File: src/rtl/sw_input_cond.sv
// Stopwatch input conditioning: synchronise and debounce the four board inputs,
// then turn the pause button into a run/hold toggle and reset into a pulse.
module sw_input_cond #(
  parameter int SYNC_STAGES     = 2,
  parameter int DEBOUNCE_CYCLES = 1000000
) (
  input  logic clk,
  input  logic RESET,
  input  logic BTN_PAUSE,
  input  logic BTN_RESET,
  input  logic SW_ADJ,
  input  logic SW_SEL,
  output logic PAUSE,
  output logic RST_CMD,
  output logic ADJ,
  output logic SEL
);

  localparam int CNT_W = $clog2(DEBOUNCE_CYCLES + 1);
  localparam logic [CNT_W-1:0] CNT_MAX = CNT_W'(DEBOUNCE_CYCLES - 1);

  logic [3:0] raw;
  logic [3:0] synced;
  logic [3:0] stable_q;
  logic [3:0] accept;

  logic [SYNC_STAGES-1:0] sync_q [4];
  logic [CNT_W-1:0]       cnt_q  [4];

  logic pause_q;
  logic rst_cmd_q;
  logic press_p;
  logic press_r;

  // Channel order: 0 pause, 1 reset, 2 adj, 3 sel
  assign raw = {SW_SEL, SW_ADJ, BTN_RESET, BTN_PAUSE};

  always_comb begin
    synced = '0;
    accept = '0;
    for (int i = 0; i < 4; i++) begin
      synced[i] = sync_q[i][SYNC_STAGES-1];
      accept[i] = (synced[i] != stable_q[i]) &&
                  (cnt_q[i] == CNT_MAX);
    end
  end

  // A press is an accept edge whose new stable level is 1
  assign press_p = accept[0] & synced[0];
  assign press_r = accept[1] & synced[1];

  always_ff @(posedge clk) begin
    if (RESET) begin
      for (int i = 0; i < 4; i++) begin
        sync_q[i] <= '0;
        cnt_q[i]  <= '0;
      end
      stable_q  <= '0;
      pause_q   <= 1'b0;
      rst_cmd_q <= 1'b0;
    end else begin
      for (int i = 0; i < 4; i++) begin
        sync_q[i] <= {sync_q[i][SYNC_STAGES-2:0], raw[i]};
        if (synced[i] == stable_q[i]) begin
          cnt_q[i] <= '0;
        end else if (accept[i]) begin
          stable_q[i] <= synced[i];
          cnt_q[i]    <= '0;
        end else begin
          cnt_q[i] <= cnt_q[i] + CNT_W'(1);
        end
      end
      rst_cmd_q <= press_r;
      // A user reset always leaves the stopwatch running
      if (press_r) begin
        pause_q <= 1'b0;
      end else if (press_p) begin
        pause_q <= ~pause_q;
      end
    end
  end

  assign PAUSE   = pause_q;
  assign RST_CMD = rst_cmd_q;
  assign ADJ     = stable_q[2];
  assign SEL     = stable_q[3];

endmodule

File: config.mk
export PLATFORM = sky130hd
export DESIGN_NAME = sw_input_cond
export DESIGN_NICKNAME = d
export VERILOG_FILES = /design/src/rtl/sw_input_cond.sv
export SDC_FILE = /design/constraint.sdc
export NUM_CORES = 1
export LEC_CHECK = 0
export CORE_ASPECT_RATIO = 1.2
export CORE_MARGIN = 3
export CORE_UTILIZATION = 46
export CTS_BUF_LIST = sky130_fd_sc_hd__clkbuf_8
export CTS_CLUSTER_SIZE = 16
export DETAILED_ROUTE_END_ITERATION = 12
export DONT_BUFFER_PORTS = 1
export SETUP_SLACK_MARGIN = 0.15
export SLEW_MARGIN = 10
export SYNTH_ARGS = -nofsm -noshare
export SYNTH_HDL_FRONTEND = slang
export SYNTH_SLANG_ARGS = --single-unit
File: constraint.sdc
create_clock -name clk -period 2.2 [get_ports clk]
set_clock_uncertainty 0.05 [all_clocks]
set_input_delay 0.44 -clock clk [delete_from_list [all_inputs] [get_ports clk]]
set_output_delay 0.44 -clock clk [all_outputs]
set_load 0.03 [all_outputs]
==> flow_metrics.env <==
export IMPL_cts_inserted_buffers=9
export IMPL_clock_power_share_pct=35.3
export IMPL_drive_above_1_share_pct=14.3
export IMPL_maxClockFrequency_mhz=452
export IMPL_path_class="reg2reg"
export IMPL_wl_met1_um=4410
export IMPL_antenna_fix_cells=0
export IMPL_routed_wl_met3_um=167
export IMPL_clock_network_latency_to_the_later_pin_of_the_worst_skew_pair_ns=0.36
export IMPL_cp_data_required_time_ns=2.26
export IMPL_combPwrFrac_pct=5.4
export IMPL_detail_route_wirelength_um=9330
export IMPL_mappedNetlistArea_sq_um=4920
export IMPL_placed_cells_incl_taps=694
export IMPL_cts_sink_count=94
export IMPL_internal_power_mw=2.73
export IMPL_hold_slack_final_ns=0.0839
export IMPL_timing_final_setup_violations=11
export IMPL_main_area_contributors_after_synthesis="sky130_fd_sc_hd__edfxtp_1 (49%), sky130_fd_sc_hd__dfxtp_1 (5.7%), sky130_fd_sc_hd__xnor2_1 (5.2%)"
export IMPL_yosysTopAreaCell="sky130_fd_sc_hd__edfxtp_1"
export IMPL_number_of_flops_mapped_to_enable_cells_by_yosys=80
export IMPL_antenna_violating_nets_post_route=0
export IMPL_maxCapViolCount=0
export IMPL_seq_power_share_pct=59.3
export IMPL_outcome="complete, but fails checks"
export IMPL_grt_pass1_vias=3667
export IMPL_cts_tree="done"
export IMPL_area_grow_syn2layout_pct=21.6
export IMPL_hold_viol=0
export IMPL_post_synth_top_area_share_pct=48.8
export IMPL_postSynthCellCount=471
export IMPL_synth_seq_area_share_pct=54.5
export IMPL_met2WireLength_um=4570
export IMPL_power_switching_uw=759
export IMPL_timing_final_crit_share_pct=101
export IMPL_netSwitchingFraction_pct=21.7
export IMPL_grt_setup_unrepaired="true"
export IMPL_violations="setup timing"
export IMPL_unique_masters_post_synth=35
export IMPL_die_area_sq_um=12000
export IMPL_dp_hpwl_um=6650
export IMPL_vdd_drop_max_mv=0.322
export IMPL_dieHeight_um=119
export IMPL_power_density_cell_area_nw_per_um2=583
export IMPL_finalNetCount=598
export IMPL_synth_ff_type="sky130_fd_sc_hd__edfxtp_1"
export IMPL_timing_critical_path_from_type="register"
export IMPL_final_min_clock_period_ns=2.21
export IMPL_setup_ws_ns=-0.0137
export IMPL_fin_total_pwr_mw=3.49
export IMPL_cts_root_buf="sky130_fd_sc_hd__clkbuf_8"
export IMPL_critPathArrivalTime_ns=2.28
export IMPL_asyncSetResetFlopFracSynth_pct=0
export IMPL_pin_count_of_the_biggest_net_entering_global_routing=20
export IMPL_routabilityCongestion=0.822
export IMPL_end_kind="register"
export IMPL_place_port_buffers=0
export IMPL_viasPerCell=5.22
export IMPL_cts_reportedPaths_clkPinSlew_ns=0.09
export IMPL_hold_class="in2reg"
export IMPL_synth_seq_cells=94
export IMPL_yosys_warnings=0
export IMPL_synth_area_per_cell_sq_um=10.5
export IMPL_remaining_drc_errors=0
export IMPL_static_leakage_power_nw=2.03
export IMPL_grt_antenna_before_repair=0
export IMPL_grt_pass1_wl_um=16400
export IMPL_top_layer_in_use="met4"
export IMPL_clk_path_buf_depth=2
export IMPL_fp_row_count=40
export IMPL_worst_path_max_fanout=10
export IMPL_routed_via_count=3755
export IMPL_horizontal_die_dimension_um=100
export IMPL_htreeDepth=3
export IMPL_core_area_sq_um=10200
export IMPL_detail_route_wl_per_cell_um=13.0
export IMPL_timing_max_transition_violations_final=0
export IMPL_post_layout_nonfiller_instances=719
export IMPL_gr_usage_all_layers_pct=16.8
export IMPL_ioPinCount=10
export IMPL_firstDrtPassIters=4
export IMPL_initial_utilization_pct=48.2
export IMPL_overflow=0
export IMPL_detail_route_iter0_violations=140
==> cell families (layout without fill, tap and decap cells) <==
kind of cell    Yosys count  after routing  synth area share (%)
flops                    94             94                  54.5
compound gates           58             58                  6.68
xor+xnor                 53             53                  9.43
other cells               1             80                0.0761
simple gates            233            233                  26.2
buf+inv                  28             71                  2.13
fa+ha+maj                 4              4                  1.02
==> cell type report <==
| cell class | count | area [sq um] |
|---|---|---|
| fillers | 897 | 4220 |
| flip-flops and latches | 94 | 2680 |
| well taps | 126 | 158 |
| multi-input cells | 428 | 2540 |
| clock buffers | 13 | 179 |
| repair buffers | 42 | 339 |
| clock inverters | 3 | 40.0 |
| inverters | 13 | 48.8 |
==> layout by cell type (no fill, tap or decap), types with 13 or more instances in the layout <==
master	count
sky130_fd_sc_hd__a21oi_1	25
sky130_fd_sc_hd__buf_4	38
sky130_fd_sc_hd__clkbuf_8	13
sky130_fd_sc_hd__conb_1	80
sky130_fd_sc_hd__dfxtp_1	14
sky130_fd_sc_hd__edfxtp_1	80
sky130_fd_sc_hd__inv_1	13
sky130_fd_sc_hd__nand2_1	21
sky130_fd_sc_hd__nand3_1	28
sky130_fd_sc_hd__nand4_1	27
sky130_fd_sc_hd__nor2_1	52
sky130_fd_sc_hd__o31ai_1	13
sky130_fd_sc_hd__or3_1	13
sky130_fd_sc_hd__xnor2_1	29
sky130_fd_sc_hd__xor2_1	24
==> synth_stat cells (4+ instances only) <==
| cell type | instances |
|---|---|
| sky130_fd_sc_hd__nor4b_1 | 6 |
| sky130_fd_sc_hd__or3_1 | 14 |
| sky130_fd_sc_hd__and2_1 | 4 |
| sky130_fd_sc_hd__o31ai_1 | 13 |
| sky130_fd_sc_hd__nand2_1 | 22 |
| sky130_fd_sc_hd__or4_1 | 13 |
| sky130_fd_sc_hd__and4_1 | 7 |
| sky130_fd_sc_hd__nor3_1 | 10 |
| sky130_fd_sc_hd__nand4_1 | 27 |
| sky130_fd_sc_hd__clkbuf_1 | 15 |
| sky130_fd_sc_hd__or4b_2 | 4 |
| sky130_fd_sc_hd__xnor2_1 | 29 |
| sky130_fd_sc_hd__and3_1 | 7 |
| sky130_fd_sc_hd__nor2b_1 | 9 |
| sky130_fd_sc_hd__nor2_1 | 60 |
| sky130_fd_sc_hd__nand3_1 | 29 |
| sky130_fd_sc_hd__ha_1 | 4 |
| sky130_fd_sc_hd__xor2_1 | 24 |
| sky130_fd_sc_hd__inv_1 | 13 |
| sky130_fd_sc_hd__edfxtp_1 | 80 |
| sky130_fd_sc_hd__o21ai_0 | 14 |
| sky130_fd_sc_hd__a21oi_1 | 27 |
| sky130_fd_sc_hd__dfxtp_1 | 14 |
| sky130_fd_sc_hd__nor4_1 | 10 |
| sky130_fd_sc_hd__nand2b_1 | 4 |
==> stage by stage <==
step	setup slack [ns]	setup TNS, ns	util, %	area [sq um]
6_report	-0.0137	-0.0887	58.6	5990
5_1_grt	-0.0983	-1.58	58.6	5990
4_1_cts	0.000781	0	57.5	5870
3_5_place_dp	-0.0134	-0.146	54.7	5590
3_3_place_gp	0.0350	0	54.7	5590
2_1_floorplan	0.0202	0	-	5230
==> sequential cells by signal, summed over array words and instances, names as in the netlist <==
| register | flops |
|---|---|
| PAUSE | 1 |
| RST_CMD | 1 |
| cnt_q | 80 |
| stable_q | 4 |
| sync_q | 8 |
==> routing by layer <==
metal | up-vias | GRT usage, %
met5 | - | 0
met2 | 35 | 28.3
met4 | 0 | 7.83
met1 | 1780 | 21.1
met3 | 14 | 2.17
li1 | 1926 | -
==> path summary, 6_finish.rpt <==
path,start,end,slack (ns),cells after the start
max,cnt_q[0][8],cnt_q[0][7],-0.01,5
min reg2reg,sync_q[2][0],sync_q[2][1],0.40,1
min,RESET,PAUSE,0.08,1
max reg2reg,cnt_q[0][8],cnt_q[0][7],-0.01,5
==> timing repair <==
| item | 4_1_cts | 5_1_grt |
|---|---|---|
| setup buffers | 2 | 6 |
| hold buffers | 0 | 0 |
| gates resized for setup | 13 | 17 |
| gates cloned | 1 | 0 |
| endpoints found under the setup margin | 23 | 75 |
| pin swaps | 7 | 2 |
==> critical path, cell delays in order, from the launching register on <==
cell and delay, ns:
sky130_fd_sc_hd__edfxtp_1 0.40, sky130_fd_sc_hd__or4b_1 0.53, sky130_fd_sc_hd__or4_4 0.56, sky130_fd_sc_hd__o21ai_4 0.20, sky130_fd_sc_hd__buf_6 0.17, sky130_fd_sc_hd__nor2_1 0.06
==> power by group through the flow <==
| stage | Combinational, mW | Sequential [mW] | Clock [mW] |
|---|---|---|---|
| after floorplan | 0.120 | 2.10 | 0 |
| after global placement | 0.165 | 2.10 | 0 |
| after detailed placement | 0.167 | 2.11 | 0 |
| after CTS | 0.174 | 2.07 | 1.29 |
| after global routing | 0.216 | 2.08 | 1.34 |
| final | 0.188 | 2.07 | 1.23 |
Note: power is estimated with default switching activity, not from simulation.
